[config.mk]
export PLATFORM = sky130hd
export DESIGN_NAME = pcs_tx_ordered_set
export DESIGN_NICKNAME = d
export VERILOG_FILES = /design/src/rtl/pcs_tx_ordered_set_pkg.sv /design/src/rtl/pcs_tx_ordered_set.sv
export SDC_FILE = /design/constraint.sdc
export NUM_CORES = 1
export LEC_CHECK = 0
export ABC_AREA = 1
export CELL_PAD_IN_SITES_DETAIL_PLACEMENT = 0
export CELL_PAD_IN_SITES_GLOBAL_PLACEMENT = 2
export CORE_ASPECT_RATIO = 0.6
export CORE_UTILIZATION = 27
export DETAILED_ROUTE_END_ITERATION = 10
export GPL_ROUTABILITY_DRIVEN = 0
export PLACE_DENSITY = 0.92
export SLEW_MARGIN = 20
export SYNTH_ARGS = -nofsm -noshare
export SYNTH_HDL_FRONTEND = slang
export SYNTH_SLANG_ARGS = --single-unit
[constraint.sdc]
create_clock -name clk -period 2.8 [get_ports clk]
set_input_delay 0.84 -clock clk [delete_from_list [all_inputs] [get_ports clk]]
set_output_delay 0.84 -clock clk [all_outputs]
set_load 0.01 [all_outputs]
[src/rtl/pcs_tx_ordered_set_pkg.sv]
// pcs_tx_ordered_set_pkg
//   Shared definitions for the 1000BASE-X PCS transmit ordered-set generator:
//   8b code-group values (named as in the encoder code tables), the FSM
//   state type and a helper that picks the second /I/ code-group.
package pcs_tx_ordered_set_pkg;

   // Control (K) code-groups
   localparam logic [7:0] SPECIAL_CODE_K23_7_8B = 8'hF7;   // /R/
   localparam logic [7:0] SPECIAL_CODE_K27_7_8B = 8'hFB;   // /S/
   localparam logic [7:0] SPECIAL_CODE_K28_5_8B = 8'hBC;   // comma, first half of /I/
   localparam logic [7:0] SPECIAL_CODE_K29_7_8B = 8'hFD;   // /T/
   localparam logic [7:0] SPECIAL_CODE_K30_7_8B = 8'hFE;   // /V/

   // Data code-groups used as the second half of /I/
   localparam logic [7:0] SPECIAL_CODE_D5_6_8B  = 8'hC5;   // I1: keeps RD- after RD-
   localparam logic [7:0] SPECIAL_CODE_D16_2_8B = 8'h50;   // I2: flips RD+ back to RD-

   // States are named after the code-group emitted last
   typedef enum logic [2:0] {
      IDLE_K = 3'd0,
      IDLE_D = 3'd1,
      SOP    = 3'd2,
      DATA   = 3'd3,
      EOP_T  = 3'd4,
      EOP_R  = 3'd5
   } tx_state_t;

   // Second /I/ code-group: I2 when the running disparity is positive so the
   // line always returns to RD- after an idle, I1 otherwise.
   function automatic logic [7:0] idle_d_code(input logic disparity_pos);
      return disparity_pos ? SPECIAL_CODE_D16_2_8B : SPECIAL_CODE_D5_6_8B;
   endfunction

endpackage

[src/rtl/pcs_tx_ordered_set.sv]
// pcs_tx_ordered_set
//   1000BASE-X PCS transmit code-group generator. Converts GMII transmit
//   signals into one 8-bit code-group per clock for the 8B/10B encoder,
//   inserting /I/, /S/, /T/, /R/ and /V/ ordered sets.
// Ports:
//   clk, reset            single rising-edge clock, synchronous active-high reset
//   TX_EN, TX_ER, TXD     GMII transmit interface
//   tx_disparity_pos      encoder running disparity for the next group (1 = RD+)
//   tx_code_group_8b      code-group to encoder
//   tx_is_k               1 = control code-group
//   tx_even               1 = current code-group occupies an even slot
//   transmitting          1 while /S/, data, /V/ or /T/ is output
//   frame_count           number of /T/ code-groups emitted (wraps)
module pcs_tx_ordered_set
   import pcs_tx_ordered_set_pkg::*;
#(
   parameter int CNT_W = 16
) (
   input  logic             clk,
   input  logic             reset,
   input  logic             TX_EN,
   input  logic             TX_ER,
   input  logic [7:0]       TXD,
   input  logic             tx_disparity_pos,
   output logic [7:0]       tx_code_group_8b,
   output logic             tx_is_k,
   output logic             tx_even,
   output logic             transmitting,
   output logic [CNT_W-1:0] frame_count
);

   tx_state_t        state_r;
   logic [7:0]       code_r;
   logic             is_k_r;
   logic             even_r;
   logic             transmitting_r;
   logic [CNT_W-1:0] frame_count_r;

   // Slot parity of the group produced at this edge (even_r toggles every cycle)
   logic next_even_s;
   assign next_even_s = ~even_r;

   // Ordered-set FSM, slot parity and frame counter; every output is registered
   always_ff @(posedge clk) begin
      if (reset) begin
         state_r        <= IDLE_K;
         code_r         <= SPECIAL_CODE_K28_5_8B;
         is_k_r         <= 1'b1;
         even_r         <= 1'b1;
         transmitting_r <= 1'b0;
         frame_count_r  <= {CNT_W{1'b0}};
      end else begin
         even_r <= next_even_s;
         case (state_r)
            IDLE_K: begin
               // TX_EN is ignored here: the idle pair is always completed
               state_r        <= IDLE_D;
               code_r         <= idle_d_code(tx_disparity_pos);
               is_k_r         <= 1'b0;
               transmitting_r <= 1'b0;
            end
            IDLE_D: begin
               if (TX_EN) begin
                  // TXD at this edge is a preamble byte replaced by /S/
                  state_r        <= SOP;
                  code_r         <= SPECIAL_CODE_K27_7_8B;
                  is_k_r         <= 1'b1;
                  transmitting_r <= 1'b1;
               end else begin
                  state_r        <= IDLE_K;
                  code_r         <= SPECIAL_CODE_K28_5_8B;
                  is_k_r         <= 1'b1;
                  transmitting_r <= 1'b0;
               end
            end
            SOP, DATA: begin
               if (TX_EN && !TX_ER) begin
                  state_r        <= DATA;
                  code_r         <= TXD;
                  is_k_r         <= 1'b0;
                  transmitting_r <= 1'b1;
               end else if (TX_EN) begin
                  state_r        <= DATA;
                  code_r         <= SPECIAL_CODE_K30_7_8B;
                  is_k_r         <= 1'b1;
                  transmitting_r <= 1'b1;
               end else begin
                  state_r        <= EOP_T;
                  code_r         <= SPECIAL_CODE_K29_7_8B;
                  is_k_r         <= 1'b1;
                  transmitting_r <= 1'b1;
                  frame_count_r  <= frame_count_r + {{(CNT_W-1){1'b0}}, 1'b1};
               end
            end
            EOP_T: begin
               state_r        <= EOP_R;
               code_r         <= SPECIAL_CODE_K23_7_8B;
               is_k_r         <= 1'b1;
               transmitting_r <= 1'b0;
            end
            EOP_R: begin
               // Pad with /R/ until the next /I/ starts on an even slot
               if (next_even_s) begin
                  state_r <= IDLE_K;
                  code_r  <= SPECIAL_CODE_K28_5_8B;
               end else begin
                  state_r <= EOP_R;
                  code_r  <= SPECIAL_CODE_K23_7_8B;
               end
               is_k_r         <= 1'b1;
               transmitting_r <= 1'b0;
            end
            default: begin
               // Unreachable encodings recover to idle
               state_r        <= IDLE_K;
               code_r         <= SPECIAL_CODE_K28_5_8B;
               is_k_r         <= 1'b1;
               transmitting_r <= 1'b0;
            end
         endcase
      end
   end

   assign tx_code_group_8b = code_r;
   assign tx_is_k          = is_k_r;
   assign tx_even          = even_r;
   assign transmitting     = transmitting_r;
   assign frame_count      = frame_count_r;

endmodule

; Word-level counts from Yosys, hierarchy flattened
; Index checks and enable logic that the tools add are counted.
[op_classes]
add_sub_neg = 1
eq_ne = 5
n_mux = 15
bitwise_logic = 3
n_reduce_logical = 5
[ops]
columns = operator, n
row1 = $pmux 8 s5, 1
row2 = $add 16x1->16 const B, 1
row3 = $mux 8, 2
row4 = $pmux 3 s5, 1
row5 = $mux 7, 2
row6 = $mux 3, 3
row7 = $eq 3x2->1 const B, 2
row8 = $eq 3x3->1 const B, 2
row9 = $mux 2, 2
row10 = $pmux 1 s2, 2
row11 = $eq 3x1->1 const B, 1
row12 = $logic_not 3->1, 1
row13 = $not 1->1, 3
row14 = $reduce_and 3->1, 1
row15 = $mux 1, 2
row16 = $reduce_or 2->1, 1
row17 = $logic_and 1x1->1, 1
row18 = $logic_not 1->1, 1
[totals]
ff_bits = 30
out_inout_bits = 27
wordCells = 35

; Logic depth before layout (Yosys ltp)
[logic_depth]
depth_word = 4
mapped_depth = 9
mapped_depth_nobuf = 9

; Worst setup path after synthesis
; Ideal clock, no wire load.
[synth_path]
path_type = input -> register
startpoint = input TX_EN
endpoint = register frame_count_r[8], in the netlist frame_count[8]
setup_ps = 116
t_arrival_ps = 1465
slack_ps = 1220
stages = 8
path_cell_list = inv_2 -> nand3_4 -> inv_2 -> nand2_4 -> inv_2 -> nand2_1 -> o21ai_0 -> nor2_1
[synth_between]
elab_chain_cells = 3
word_cells_on_any_way = 4
cone_classes = bitwise: 2 / reduce/logical: 2
[synth_rtl]
columns = item, line_no
row1 = "start, declared", pcs_tx_ordered_set.sv:21  ; input logic TX_EN,
row2 = $logic_and 1x1->1, pcs_tx_ordered_set.sv:77  ; if (TX_EN && !TX_ER) begin
row3 = $not 1->1 (no line), --
row4 = $reduce_and 3->1 (no line) *, --
row5 = "end signal, assigned", pcs_tx_ordered_set.sv:51  ; frame_count_r <= {CNT_W{1'b0}};
row6 = "end signal, assigned", pcs_tx_ordered_set.sv:92  ; frame_count_r <= frame_count_r + {{(CNT_W-1){1'b0}}, 1'b1};
row7 = "end, declared", pcs_tx_ordered_set.sv:37  ; logic [CNT_W-1:0] frame_count_r;
; Mark *: on every way between the ends. The rest lies on a longest branch, timed or not.
; A chain may end at the register's enable or synchronous reset.

; Worst setup path after layout
[layout_path]
startpoint = register frame_count_r[2], in the netlist frame_count[2]
endpoint = output frame_count[2]
[layout_rtl]
columns = item, line_no
row1 = "end, declared", pcs_tx_ordered_set.sv:29  ; output logic [CNT_W-1:0] frame_count
; No word-level cell between the ends.

==> impl_metrics.toml <==
[power_and_ir_drop]
combPwrFrac_pct = 14.6
power_frac_seq_pct = 50.6
switchingPower_mw = 0.220
clock_power_share_pct = 34.7
ir_worst_vdd_uv = 237
finalPower_mw = 0.909
p_int_mw = 0.689
p_leak_nw = 0.757
switching_share_pct = 24.2
power_density_nw_per_um2 = 474

[logic_synthesis]
syn_area_per_cell_um2 = 7.07
synth-warning-count = 0
synth-seq-cells = 30
netlist_area_um2 = 1370
syn_inst = 193
synth_fp_nets = 207
synth_top_area_cell = "dfxtp_1"
ys_seq_area_share_pct = 44.0
synth_top_area_share_pct = 44.0
synth_cell_types = 24
synth_area_leaders = "dfxtp_1 44%, nand2_1 9.6%, nor2_1 8.0%, inv_1 7.7%, nand3_1 5.5%"

[drt]
vias_per_cell = 4.41
drt-initial-drc-count = 56
num_vias = 1331
wl_per_cell_um = 11.5
dr.pass1.iters = 4
ant_nets = 0
drc = 0
wirelength_um = 3490

[global_routing]
grtUsageTotal_pct = 14.8
grt_pass1_vias = 1202
grt_max_degree = 11
antenna_found_initial = 0
grt_pass1_wl_um = 5940
grt_overflow_total = 0

[worst_setup_path]
crit_family = "buffers and inverters"
crit_required_ns = 1.96
cp.arrival_ns = 1.30
endpoint_kind = "output pin"
path_buf_inv = 1
rrSetupSlack_ns = 1.39
worstSetupPathType = "reg2out"
cp_slowest_stage_delay_ns = 0.59
start_kind = "register"
critPathMaxFanout = 6
slowest_stage = "clkdlybuf4s50_1"
path_cells = "clkdlybuf4s50_1"

[sta]
fin_crit_ns = 2.14
hold_viol = 0
tns_ns = 0
skew_ns = 0.00345
setup-violations-final = 0
worst_pin_slew_ns = 0.405
grt_setup_unrepaired = "false"
slew_violations = 0
timing.final.crit_share_pct = 76.3
fin_hold_ws_ns = 0.420
max_slew_margin_pct = 72.7
max_freq_mhz = 468

[run_status]
status = "finished, final reports clean"

[floorplan]
dieArea_um2 = 5350
pin_count = 40
die_h_um = 57.1
fp.coreArea_um2 = 4710
row_count = 19
start_util_pct = 29.0
die_w_um = 93.8

[worst_hold_path]
hold_path.class = "reg2reg"

[cts]
cts_hold_buffers = 0
numCtsBuffers = 5
cts.repair.resized = 0
cts_tree = "built"
insertion_delay_ns = 0.27
clk_pin_slew_ns = 0.06
htreeDepth = 2
tritoncts_num_sinks = 30
postCtsSetupBuffers = 0
cts-root-buf = "clkbuf_8"
clk_path_buf_depth = 2

[place]
portBuffers = 39
hpwlAfterDp_um = 2790
postPlaceCellArea_um2 = 1840

[cells_and_area]
nNetsFinal = 253
syn2layout_area_growth_pct = 40.4
n_antenna_cell = 0
finalInstanceArea_um2 = 1920
drive_gt1_share_pct = 6.69
fillCellCount = 488

[flow_run]
maxCapViolations = 0
-- per-layer routing --
metal,routed length (um),vias up,track usage [%]
met5,0,-,0
met1,2080,585,23.3
met4,27,0,5.27
li1,-,714,-
met2,1200,30,17.8
met3,176,2,4.80
-- kinds of logic (layout without fill, tap and decap cells) --
family | count (synthesis) | count (layout) | share of synthesized area, %
and+or+nand+nor | 95 | 95 | 32.3
AOI/OAI and AO/OA | 32 | 32 | 12.6
DFF | 30 | 30 | 44.0
buffers and inverters | 34 | 80 | 9.53
xor gates and xnor gates | 1 | 1 | 0.642
adders and majority gates | 1 | 1 | 0.916
-- final timing paths --
path	startpoint	endpoint	depth (start not counted)
min	tx_even	tx_even	1
max	frame_count[2]	frame_count[2]	1
max reg2reg	frame_count[0]	frame_count[8]	8
min reg2reg	tx_even	tx_even	1
-- synth_stat cells --
| cell | count |
|---|---|
| nand3_1 | 15 |
| nor4_1 | 1 |
| nor2_1 | 29 |
| dfxtp_1 | 30 |
| nor3_1 | 4 |
| o21ai_0 | 15 |
| nand2_4 | 1 |
| xor2_1 | 1 |
| o21ai_1 | 1 |
| o21bai_1 | 1 |
| nand4_1 | 6 |
| nand3_2 | 1 |
| ha_1 | 1 |
| clkbuf_1 | 1 |
| inv_2 | 3 |
| buf_2 | 1 |
| o211ai_1 | 3 |
| nand3_4 | 1 |
| a21oi_1 | 10 |
| inv_1 | 28 |
| nor2_4 | 2 |
| a31oi_1 | 2 |
| clkinv_2 | 1 |
| nand2_1 | 35 |
-- sequential cells by signal, indices dropped and copies added, names as in the netlist --
register,count
frame_count,16
tx_code_group_8b,8
state_r,3
transmitting,1
tx_even,1
tx_is_k,1
-- area by class of cell --
cell class | count | area (um^2) | share of cell area, %
repair buffers | 41 | 405 | 21.1
inverters | 32 | 121 | 6.33
clock buffers | 7 | 76.3 | 3.98
well taps | 63 | 78.8 | 4.11
multi-input cells | 129 | 634 | 33.1
flip-flops and latches | 30 | 601 | 31.3
-- worst register-to-register path, cell delays in order, from the launching register on --
cell     delay [ns]
dfxtp_1        0.42
ha_1           0.20
nand3_1        0.12
nor2_4         0.17
nand2_4        0.08
inv_2          0.07
nand2_1        0.06
o21ai_0        0.14
nor2_1         0.05
-- cells in the final DEF, fill, tap and decap left out --
| master | Yosys | final |
|---|---|---|
| ha_1 | 1 | 1 |
| o21ai_1 | 1 | 1 |
| inv_2 | 3 | 3 |
| o21bai_1 | 1 | 1 |
| nand4_1 | 6 | 6 |
| buf_4 | 0 | 2 |
| a21oi_1 | 10 | 10 |
| clkbuf_1 | 1 | 2 |
| o21ai_0 | 15 | 15 |
| nor3_1 | 4 | 4 |
| nor2_4 | 2 | 2 |
| o211ai_1 | 3 | 3 |
| nand3_1 | 15 | 15 |
| inv_1 | 28 | 28 |
| clkdlybuf4s50_1 | 0 | 39 |
| clkbuf_8 | 0 | 5 |
| nand3_2 | 1 | 1 |
| dfxtp_1 | 30 | 30 |
| nand2_4 | 1 | 1 |
| nand2_1 | 35 | 35 |
| clkinv_2 | 1 | 1 |
| nand3_4 | 1 | 1 |
| nor4_1 | 1 | 1 |
| a31oi_1 | 2 | 2 |
| nor2_1 | 29 | 29 |
| xor2_1 | 1 | 1 |
-- per-stage QoR --
step                setup WS, ns  util, %  cells
floorplan                   1.22        -    193
global placement           0.463     39.1    295
detailed placement         0.505     39.1    295
CTS                        0.650     40.7    302
global route               0.588     40.7    302
finish                     0.664     40.7    302
-- power by group through the flow --
stage | Sequential (mW) | Clock, mW | Combinational (mW)
4_1_cts | 0.460 | 0.332 | 0.134
3_3_place_gp | 0.470 | 0 | 0.136
3_5_place_dp | 0.469 | 0 | 0.134
6_report | 0.460 | 0.316 | 0.133
2_1_floorplan | 0.479 | 0 | 0.0505
5_1_grt | 0.463 | 0.357 | 0.146
Power figures use the tool's default switching activity.
